<file path="config.mk">
export PLATFORM = sky130hd
export DESIGN_NAME = fetch_mem_arbiter
export DESIGN_NICKNAME = d
export VERILOG_FILES = /design/src/rtl/toy_pack.sv /design/src/rtl/rr_arb2.sv /design/src/rtl/fetch_mem_arbiter.sv
export SDC_FILE = /design/constraint.sdc
export NUM_CORES = 1
export LEC_CHECK = 0
export CAP_MARGIN = 20
export CORE_AREA = 2 2 375 377
export DETAILED_ROUTE_END_ITERATION = 10
export DIE_AREA = 0 0 377 379
export SYNTH_ARGS = -nofsm -noshare
export SYNTH_HDL_FRONTEND = slang
export SYNTH_HIERARCHICAL = 1
export SYNTH_SLANG_ARGS = --single-unit
export TNS_END_PERCENT = 20
</file>
<file path="constraint.sdc">
create_clock -name clk -period 3 [get_ports clk]
set_clock_uncertainty 0.15 [all_clocks]
set_input_delay 0.45 -clock clk [delete_from_list [all_inputs] [get_ports clk]]
set_output_delay 0.45 -clock clk [all_outputs]
set_load 0.01 [all_outputs]
</file>
<file path="src/rtl/toy_pack.sv">
// -----------------------------------------------------------------------------
// toy_pack
// Shared definitions for the instruction-fetch memory arbiter.
//   - Default widths for address, tag and fetch data.
//   - Source encodings carried in the MSB of the memory-side tag.
//   - fetch_arb_req_t: payload held in the arbiter's request register. It is
//     sized at the default widths, so ADDR_W/TAG_W must not exceed them.
// -----------------------------------------------------------------------------
package toy_pack;

  localparam int ADDR_WIDTH       = 32;
  localparam int FETCH_DATA_WIDTH = 256;
  localparam int FETCH_ARB_TAG_W  = 12;

  localparam logic FETCH_ARB_SRC_DEMAND   = 1'b0;
  localparam logic FETCH_ARB_SRC_PREFETCH = 1'b1;

  typedef struct packed {
    logic                       src;
    logic [ADDR_WIDTH-1:0]      addr;
    logic [FETCH_ARB_TAG_W-1:0] tag;
  } fetch_arb_req_t;

endpackage

</file>
<file path="src/rtl/rr_arb2.sv">
// -----------------------------------------------------------------------------
// rr_arb2
// Two-way round-robin grant. On a tie the requester not granted last wins;
// a lone requester always wins. rr_last only moves when a grant is taken.
// Ports:
//   clk, rst_n  clock, synchronous active-low reset (rr_last resets to 1 so
//               requester 0 wins the first tie)
//   req[1:0]    request vector
//   advance     the current grant is taken this cycle
//   gnt[1:0]    one-hot grant (all zero when nothing requests)
// -----------------------------------------------------------------------------
module rr_arb2 (
  input  logic       clk,
  input  logic       rst_n,
  input  logic [1:0] req,
  input  logic       advance,
  output logic [1:0] gnt
);

  logic rr_last;

  always_comb begin
    // NOTE: every output gets a default before any branch so no latch is inferred.
    gnt = req;
    if (&req) gnt = rr_last ? 2'b01 : 2'b10;
  end

  always_ff @(posedge clk) begin
    // NOTE: sequential state uses non-blocking assignments so all flops update together.
    if (!rst_n)                rr_last <= 1'b1;
    else if (advance && |gnt)  rr_last <= gnt[1];
  end

endmodule

</file>
<file path="src/rtl/fetch_mem_arbiter.sv">
// -----------------------------------------------------------------------------
// fetch_mem_arbiter
// Shares the instruction-fetch memory port between the ICache demand path
// (port 0) and the prefetcher (port 1). Requests pass through a single
// registered stage; an outstanding-transaction credit counter limits the
// number of accepted-but-unanswered requests; responses are routed back
// combinationally by the source bit placed in the MSB of the memory tag.
//
// Ports:
//   clk, rst_n                       clock, synchronous active-low reset
//   req{0,1}_vld/rdy/addr/tag        requester side (hold until rdy)
//   mem_req_vld/rdy/addr/tag         registered request to memory, tag = {src, tag}
//   mem_ack_vld/rdy/data/tag         response from memory (may be out of order)
//   rsp{0,1}_vld/rdy/data/tag        routed response, source bit stripped
//   perf_*_cnt                       saturating counters, only when the macro
//                                    FETCH_MEM_ARB_PERF_EN is defined
// MAX_OUTSTANDING legal range is 1..15.
// -----------------------------------------------------------------------------
module fetch_mem_arbiter
  import toy_pack::*;
#(
  parameter int ADDR_W          = ADDR_WIDTH,
  parameter int TAG_W           = FETCH_ARB_TAG_W,
  parameter int DATA_W          = FETCH_DATA_WIDTH,
  parameter int MAX_OUTSTANDING = 8
) (
  input  logic              clk,
  input  logic              rst_n,
  input  logic              req0_vld,
  output logic              req0_rdy,
  input  logic [ADDR_W-1:0] req0_addr,
  input  logic [TAG_W-1:0]  req0_tag,
  input  logic              req1_vld,
  output logic              req1_rdy,
  input  logic [ADDR_W-1:0] req1_addr,
  input  logic [TAG_W-1:0]  req1_tag,
  output logic              mem_req_vld,
  input  logic              mem_req_rdy,
  output logic [ADDR_W-1:0] mem_req_addr,
  output logic [TAG_W:0]    mem_req_tag,
  input  logic              mem_ack_vld,
  output logic              mem_ack_rdy,
  input  logic [DATA_W-1:0] mem_ack_data,
  input  logic [TAG_W:0]    mem_ack_tag,
  output logic              rsp0_vld,
  input  logic              rsp0_rdy,
  output logic [DATA_W-1:0] rsp0_data,
  output logic [TAG_W-1:0]  rsp0_tag,
  output logic              rsp1_vld,
  input  logic              rsp1_rdy,
  output logic [DATA_W-1:0] rsp1_data,
  output logic [TAG_W-1:0]  rsp1_tag
`ifdef FETCH_MEM_ARB_PERF_EN
  ,
  output logic [31:0]       perf_grant0_cnt,
  output logic [31:0]       perf_grant1_cnt,
  output logic [31:0]       perf_credit_stall_cnt
`endif
);

  localparam int CNT_W = $clog2(MAX_OUTSTANDING + 1);

  logic [CNT_W-1:0] credit_cnt;
  logic             req_q_vld;
  fetch_arb_req_t   req_q;
  fetch_arb_req_t   req_d;
  logic [1:0]       gnt;
  logic             ack_hs;
  logic             credit_dec;
  logic             credit_ok;
  logic             drain;
  logic             can_load;
  logic             load;
  logic             ack_src;

  // Response side. A response with no credits outstanding is a protocol
  // error; the counter simply refuses to go below zero.
  assign ack_hs     = mem_ack_vld && mem_ack_rdy;
  assign credit_dec = ack_hs && (credit_cnt != '0);

  // A same-cycle response frees its credit in time for a new grant.
  assign credit_ok  = (int'(credit_cnt) - int'(credit_dec)) < MAX_OUTSTANDING;
  assign drain      = req_q_vld && mem_req_rdy;
  // rst_n gating keeps rdy low while in reset.
  assign can_load   = rst_n && (!req_q_vld || drain) && credit_ok;

  rr_arb2 u_arb (
    .clk     (clk),
    .rst_n   (rst_n),
    .req     ({req1_vld, req0_vld}),
    .advance (can_load),
    .gnt     (gnt)
  );

  assign req0_rdy = can_load && gnt[0];
  assign req1_rdy = can_load && gnt[1];
  assign load     = req0_rdy || req1_rdy;

  always_comb begin
    req_d.src  = FETCH_ARB_SRC_DEMAND;
    req_d.addr = ADDR_WIDTH'(req0_addr);
    req_d.tag  = FETCH_ARB_TAG_W'(req0_tag);
    if (gnt[1]) begin
      req_d.src  = FETCH_ARB_SRC_PREFETCH;
      req_d.addr = ADDR_WIDTH'(req1_addr);
      req_d.tag  = FETCH_ARB_TAG_W'(req1_tag);
    end
  end

  always_ff @(posedge clk) begin
    if (!rst_n) begin
      req_q_vld  <= 1'b0;
      credit_cnt <= '0;
    end else begin
      if (load)       req_q_vld <= 1'b1;
      else if (drain) req_q_vld <= 1'b0;

      case ({load, credit_dec})
        2'b10:   credit_cnt <= credit_cnt + CNT_W'(1);
        2'b01:   credit_cnt <= credit_cnt - CNT_W'(1);
        default: credit_cnt <= credit_cnt;
      endcase
    end
  end

  // NOTE: the payload is qualified by req_q_vld, so it needs no reset.
  always_ff @(posedge clk) begin
    if (load) req_q <= req_d;
  end

  assign mem_req_vld  = req_q_vld;
  assign mem_req_addr = req_q.addr[ADDR_W-1:0];
  assign mem_req_tag  = {req_q.src, req_q.tag[TAG_W-1:0]};

  // Combinational response routing; data and tag go to both requesters.
  assign ack_src     = mem_ack_tag[TAG_W];
  assign rsp0_vld    = mem_ack_vld && (ack_src == FETCH_ARB_SRC_DEMAND);
  assign rsp1_vld    = mem_ack_vld && (ack_src == FETCH_ARB_SRC_PREFETCH);
  assign mem_ack_rdy = ack_src ? rsp1_rdy : rsp0_rdy;
  assign rsp0_data   = mem_ack_data;
  assign rsp1_data   = mem_ack_data;
  assign rsp0_tag    = mem_ack_tag[TAG_W-1:0];
  assign rsp1_tag    = mem_ack_tag[TAG_W-1:0];

  a_no_ack_underflow: assert property (@(posedge clk) disable iff (!rst_n)
    !(ack_hs && credit_cnt == '0));

`ifdef FETCH_MEM_ARB_PERF_EN
  always_ff @(posedge clk) begin
    if (!rst_n) begin
      perf_grant0_cnt       <= '0;
      perf_grant1_cnt       <= '0;
      perf_credit_stall_cnt <= '0;
    end else begin
      if (req0_rdy && !(&perf_grant0_cnt)) perf_grant0_cnt <= perf_grant0_cnt + 32'd1;
      if (req1_rdy && !(&perf_grant1_cnt)) perf_grant1_cnt <= perf_grant1_cnt + 32'd1;
      if ((req0_vld || req1_vld) && !credit_ok && !(&perf_credit_stall_cnt))
        perf_credit_stall_cnt <= perf_credit_stall_cnt + 32'd1;
    end
  end
`endif

endmodule

</file>
# Yosys cells after proc, flatten, opt, wreduce, memory -nomap -nowiden
# Index checks and enable logic that the tools add are counted.
# totals
reg_bits	51
out_inout_bits	587
elab_cells	38
# classes
add_sub_neg	3
n_lt_le_gt_ge	1
eq_ne	2
mux	7
n_bitwise	1
reduce_logical	18
# ops
operator	count
two-way mux 45 bit	1
logical AND 1 bit	10
one-hot mux 4 bit (2 select lines)	1
< comparator 5 bit (second input constant)	1
subtractor 4 x 1 -> 5 bit	1
adder 4 x 1 -> 4 bit (second input constant)	1
two-way mux 2 bit	2
nonzero test 2 bit	2
nonzero test 4 bit	1
subtractor 4 x 1 -> 4 bit (second input constant)	1
two-way mux 1 bit	3
== test 2 x 1 -> 1 bit (second input constant)	1
== test 2 bit (second input constant)	1
logical OR 1 bit	2
AND reduction 2 bit	1
OR reduction 2 bit	1
logical NOT 1 bit	1
inverter 1 bit	1

# Longest topological paths before layout
# Gate-level depths: netlist of run 1.
# logic_depth
depth_word	10
mapped_depth	10

# Hierarchy
# Netlist of run 1, hierarchy kept.
# by_module_without_submodules
module	instances	cells_per_inst	area_per_inst_um2
fetch_mem_arbiter	1	675	6278.5
rr_arb2	1	7	58.8

# Least setup slack after synthesis of run 1
# No wires, ideal clock.
# synth_path
kind	input to register
startpoint	input req1_vld
endpoint	register req_q, in the netlist mem_req_addr[0] (enable)
setup_time_ps	405
arrival_time_ps	2260
required_time_ps	2445
setup_slack_ps	184
cell_stages	4
path_cell_list	a21boi_0 buf_2 buf_2 o21a_1
# synth_via
elab_chain_len	4
elab_cells_between_ends	5
# synth_rtl
element	line	text
start: declaration	fetch_mem_arbiter.sv:33	input logic req1_vld,
AND reduction 2 bit	rr_arb2.sv:25	if (&req) gnt = rr_last ? 2'b01 : 2'b10;
two-way mux 2 bit (*)	rr_arb2.sv:25	
logical AND 1 bit (on tied branches)	fetch_mem_arbiter.sv:95, fetch_mem_arbiter.sv:96	
logical OR 1 bit (*)	fetch_mem_arbiter.sv:97	assign load = req0_rdy || req1_rdy;
net load	fetch_mem_arbiter.sv:73	logic load;
end signal: assignment	fetch_mem_arbiter.sv:128	if (load) req_q <= req_d;
end: declaration	fetch_mem_arbiter.sv:65	fetch_arb_req_t req_q;
# Mark *: on every way through the listed nets, which the timed path passes. The rest lies on a longest branch.
# A chain may end at the register's enable or synchronous reset.

# Final worst setup path of run 1
# layout_path
startpoint	input mem_ack_tag[12]
endpoint	register credit_cnt[3]
# layout_via
elab_chain_len	10
elab_cells_between_ends	13
# layout_rtl
element	line	text
start: declaration	fetch_mem_arbiter.sv:44	input logic [TAG_W:0] mem_ack_tag,
two-way mux 1 bit (*)	fetch_mem_arbiter.sv:139	assign mem_ack_rdy = ack_src ? rsp1_rdy : rsp0_rdy;
logical AND 1 bit (*)	fetch_mem_arbiter.sv:78	assign ack_hs = mem_ack_vld && mem_ack_rdy;
logical AND 1 bit (*)	fetch_mem_arbiter.sv:79	assign credit_dec = ack_hs && (credit_cnt != '0);
subtractor 4 x 1 -> 5 bit (*)	fetch_mem_arbiter.sv:82	assign credit_ok = (int'(credit_cnt) - int'(credit_dec)) < MAX_OUTSTANDING;
< comparator 5 bit (*)	fetch_mem_arbiter.sv:82	
logical AND 1 bit (*)	fetch_mem_arbiter.sv:85	assign can_load = rst_n && (!req_q_vld || drain) && credit_ok;
net can_load	fetch_mem_arbiter.sv:72	logic can_load;
logical AND 1 bit (on tied branches)	fetch_mem_arbiter.sv:95, fetch_mem_arbiter.sv:96	
logical OR 1 bit (*)	fetch_mem_arbiter.sv:97	
== test 2 x 1 -> 1 bit / == test 2 bit (equally long branches)	fetch_mem_arbiter.sv:118	case ({load, credit_dec})
one-hot mux 4 bit (2 select lines) / nonzero test 2 bit (equally long branches)	n/a	
end signal: assignment	fetch_mem_arbiter.sv:119	2'b10: credit_cnt <= credit_cnt + CNT_W'(1);
end signal: assignment	fetch_mem_arbiter.sv:120	2'b01: credit_cnt <= credit_cnt - CNT_W'(1);
end signal: assignment	fetch_mem_arbiter.sv:121	default: credit_cnt <= credit_cnt;
end: declaration	fetch_mem_arbiter.sv:63	logic [CNT_W-1:0] credit_cnt;
# Marks and branches as above.

==> results of run 1 <==
-- worst reg2reg max path, cell delays in order (launching register included) --
cell,delay [ns]
dfxtp_1,0.35
nor3_1,0.28
a31o_1,0.21
and3_4,0.18
o21ai_1,0.07
ha_1,0.22
ha_1,0.27
a21o_1,0.17
a21oi_1,0.17
mux2i_1,0.25
mux2i_1,0.19
-- cell families (layout without fill, tap and decap cells) --
logic type,after synthesis,after routing,synth area share (%)
mux,47,47,8.371
compound gates,14,14,1.421
simple gates,18,18,1.619
fa+ha+maj,4,4,0.9083
flops,51,51,23.22
xor+xnor,2,2,0.2765
buf+inv,546,168,64.19
-- area by class of cell --
type                       instances  area, sq um  share of cell area (%)
clock buffer                       6        138.9                   2.220
clock inverter                     2        13.76                  0.2200
inverter                           5        18.77                  0.3000
multi-input combinational         85        810.8                   12.96
sequential                        51         1471                   23.52
tap                             1807         2261                   36.14
timing repair buffer             155         1541                   24.64
-- where the power goes --
part	switching (mW)	internal, mW
Clock	0.370	0.338
Sequential	0.0217	0.839
Combinational	0.174	0.275
-- metrics by stage --
stage / setup TNS (ns) / util [%]
floorplan: 0 / -
global placement: -0.4124 / 4.398
detailed placement: -0.6012 / 4.398
CTS: 0 / 4.506
global route: 0 / 4.506
finish: 0 / 4.506
-- sequential cells by signal, indices dropped and copies added, names as in the netlist --
| name | cells |
|---|---|
| u_arb/rr_last | 1 |
| mem_req_tag | 13 |
| mem_req_vld | 1 |
| mem_req_addr | 32 |
| credit_cnt | 4 |
-- routing by layer --
layer	wire (microns)	vias up
met4	2175	6
met2	29330	820
met3	24390	82
met5	127	-
li1	-	858
met1	9740	1030
-- timing repair --
action,CTS,global route
gates resized for setup,2,0
setup endpoints to repair,2,0
hold buffers,0,0
-- synth_stat cells (all sizes together) --
master,number,area [sq um]
xor2,1,8.760
nand2,5,18.77
mux2i,2,20.02
and3,2,17.52
nor2,2,7.510
ha,3,37.54
o21a,1,7.510
o21ai,5,28.77
a31o,1,8.760
a21oi,3,15.01
a21boi,3,22.52
nand2b,1,6.260
and2b,1,8.760
dfxtp,6,120.1
mux2,45,510.5
edfxtp,45,1351
fa,1,20.02
nor3,1,5.000
inv,5,18.77
and2,6,38.79
xnor2,1,8.760
a21o,1,7.510
buf,541,4049
-- path summary, 6_finish.rpt --
check | depth (start not counted) | end | slack (ns)
worst max-delay path | 11 | credit_cnt[3] | 0.14
worst min-delay path | 2 | credit_cnt[3] | 0.32
worst max register to register | 10 | credit_cnt[3] | 0.44
worst min register to register | 2 | credit_cnt[3] | 0.32
==> results.md, run 1 <==
* Clock Tree Buf Depth at 2
* Clk root buf: clkbuf_16
* Post-DP HPWL at 62220 microns
* Post-Place Cells at 2103
* Final setup viols at 0
* Worst Setup End Kind: flop
* Yosys warns at 6
* Max VDD drop at 221.6 uV
* Global-route usage over all layers at 8.699%
* Max_slew headroom at 63.87%
* WHS at 0.3161 ns
* Worst-margin pin slew at 0.5420 ns
* Crit path max fanout at 3
* WS Path Type: input port to flop
* Buf+Inv Stages, Crit Path at 1
* Vias in the first global route at 2859
* Share of layout cells above drive strength 1 at 22.04%
* Global routing usage on met1 at 3.451%
* RSZ-0062 raised after global routing: no
* Finished Layout Cells at 2111
* Final Cycle Share at 95.34%
* Worst setup SP type: input port
* H-tree levels at 2
* Die H at 379 microns
* Total power at 2.019 mW
* Fillers at 16390
* GR peak layer: met3
* Crit path DAT at 2.97 ns
* Die area at 142900 sq um
* Hold Startpoint: credit_cnt[3]
* Pleak at 1.506 nW
* Setup bufs post-CTS at 0
* Final RePlAce weighted congestion at 0.7756
* Crit-path cells: clkdlybuf4s50_1, mux2_4, a31o_1, and3_4, o21ai_1, ha_1, ha_1, a21o_1, a21oi_1, mux2i_1, mux2i_1
* Syn Area/Cell at 9.292 sq um
* FF+latch count, synth at 51
* CTS buffer count at 5
* Met3 global-route usage at 15.54%
* Sequential fraction of the synthesis area at 23.22%
* Ant diodes at 0
* Fin area at 6256 sq um
* Met2 global-route usage at 13.66%
* Initial antenna violation count at 6
* Cell family with most CP delay: multiplexers
* Library cells used by synthesis at 29
* DRC errors left at 0
* Syn Inst Count at 682
* Synth Net Count at 1051
* Post-DRT Antenna Nets at 0
* Largest net degree at the start of global routing at 46
* Initial DRC count at 114
* Fin nets at 672
* Gr ovfl total at 0
* Placement row count at 137
* Worst skew pair latency at 0.33 ns
* Drt via density at 1.324
* CTS tree: done
* Placement-stage cell area at 6106 sq um
* Max Cap Viol at 0
* Via count at 2796
* Placeable Area at 138800 sq um
* Die width at 377 microns
* Worst path required time at 3.11 ns
* Max Clock Freq at 349.6 MHz
* Area Overhead vs Synth at -1.283%
* Clock-pin transition on the worst setup and hold timing paths at 0.08 ns
* Pwr Density at 322.7 nW/um^2
* Worst hold-check path type: flop to flop
* Max-slew violations at 0
* IO Pins at 952
* Crit path time final at 2.860 ns
* Crit path launch: mem_ack_tag[12]
* First-pass GRT wire length at 70550 microns
* Final hold vios at 0
* Port bufs at 147
* Slowest-stage cell, CP: clkdlybuf4s50_1
* Most frequent cells in the layout: 145 x clkdlybuf4s50_1, 45 x edfxtp_1, 44 x mux2_2
* First drt pass iteration count at 4
* Starting density of the core at 4.564%
* Commonest non-fill, non-tap cell in the layout: clkdlybuf4s50_1
* R2R Path Start: credit_cnt[0]
* TritonCTS Sinks at 51
* Place WS at -0.2286 ns
* Largest stage delay, worst path at 0.51 ns
* Post-Syn Area at 6337 sq um
* Status: complete, no violations
* Post-detailed-route wirelength per cell at 31.15 microns
* Worst setup margin at 0.1399 ns
* Total wire length at 65760 microns
Note: power is estimated with default switching activity, not from simulation.
==> run 2, diff against run 1 <==
--- a/config.mk
+++ b/config.mk
@@ -9,6 +9,7 @@
 export CORE_AREA = 2 2 375 377
 export DETAILED_ROUTE_END_ITERATION = 10
 export DIE_AREA = 0 0 377 379
+export SLEW_MARGIN = 5
 export SYNTH_ARGS = -nofsm -noshare
 export SYNTH_HDL_FRONTEND = slang
 export SYNTH_HIERARCHICAL = 1
==> results of run 2 <==
Same layout as run 1: the final DEF is identical, and so are final timing and power.
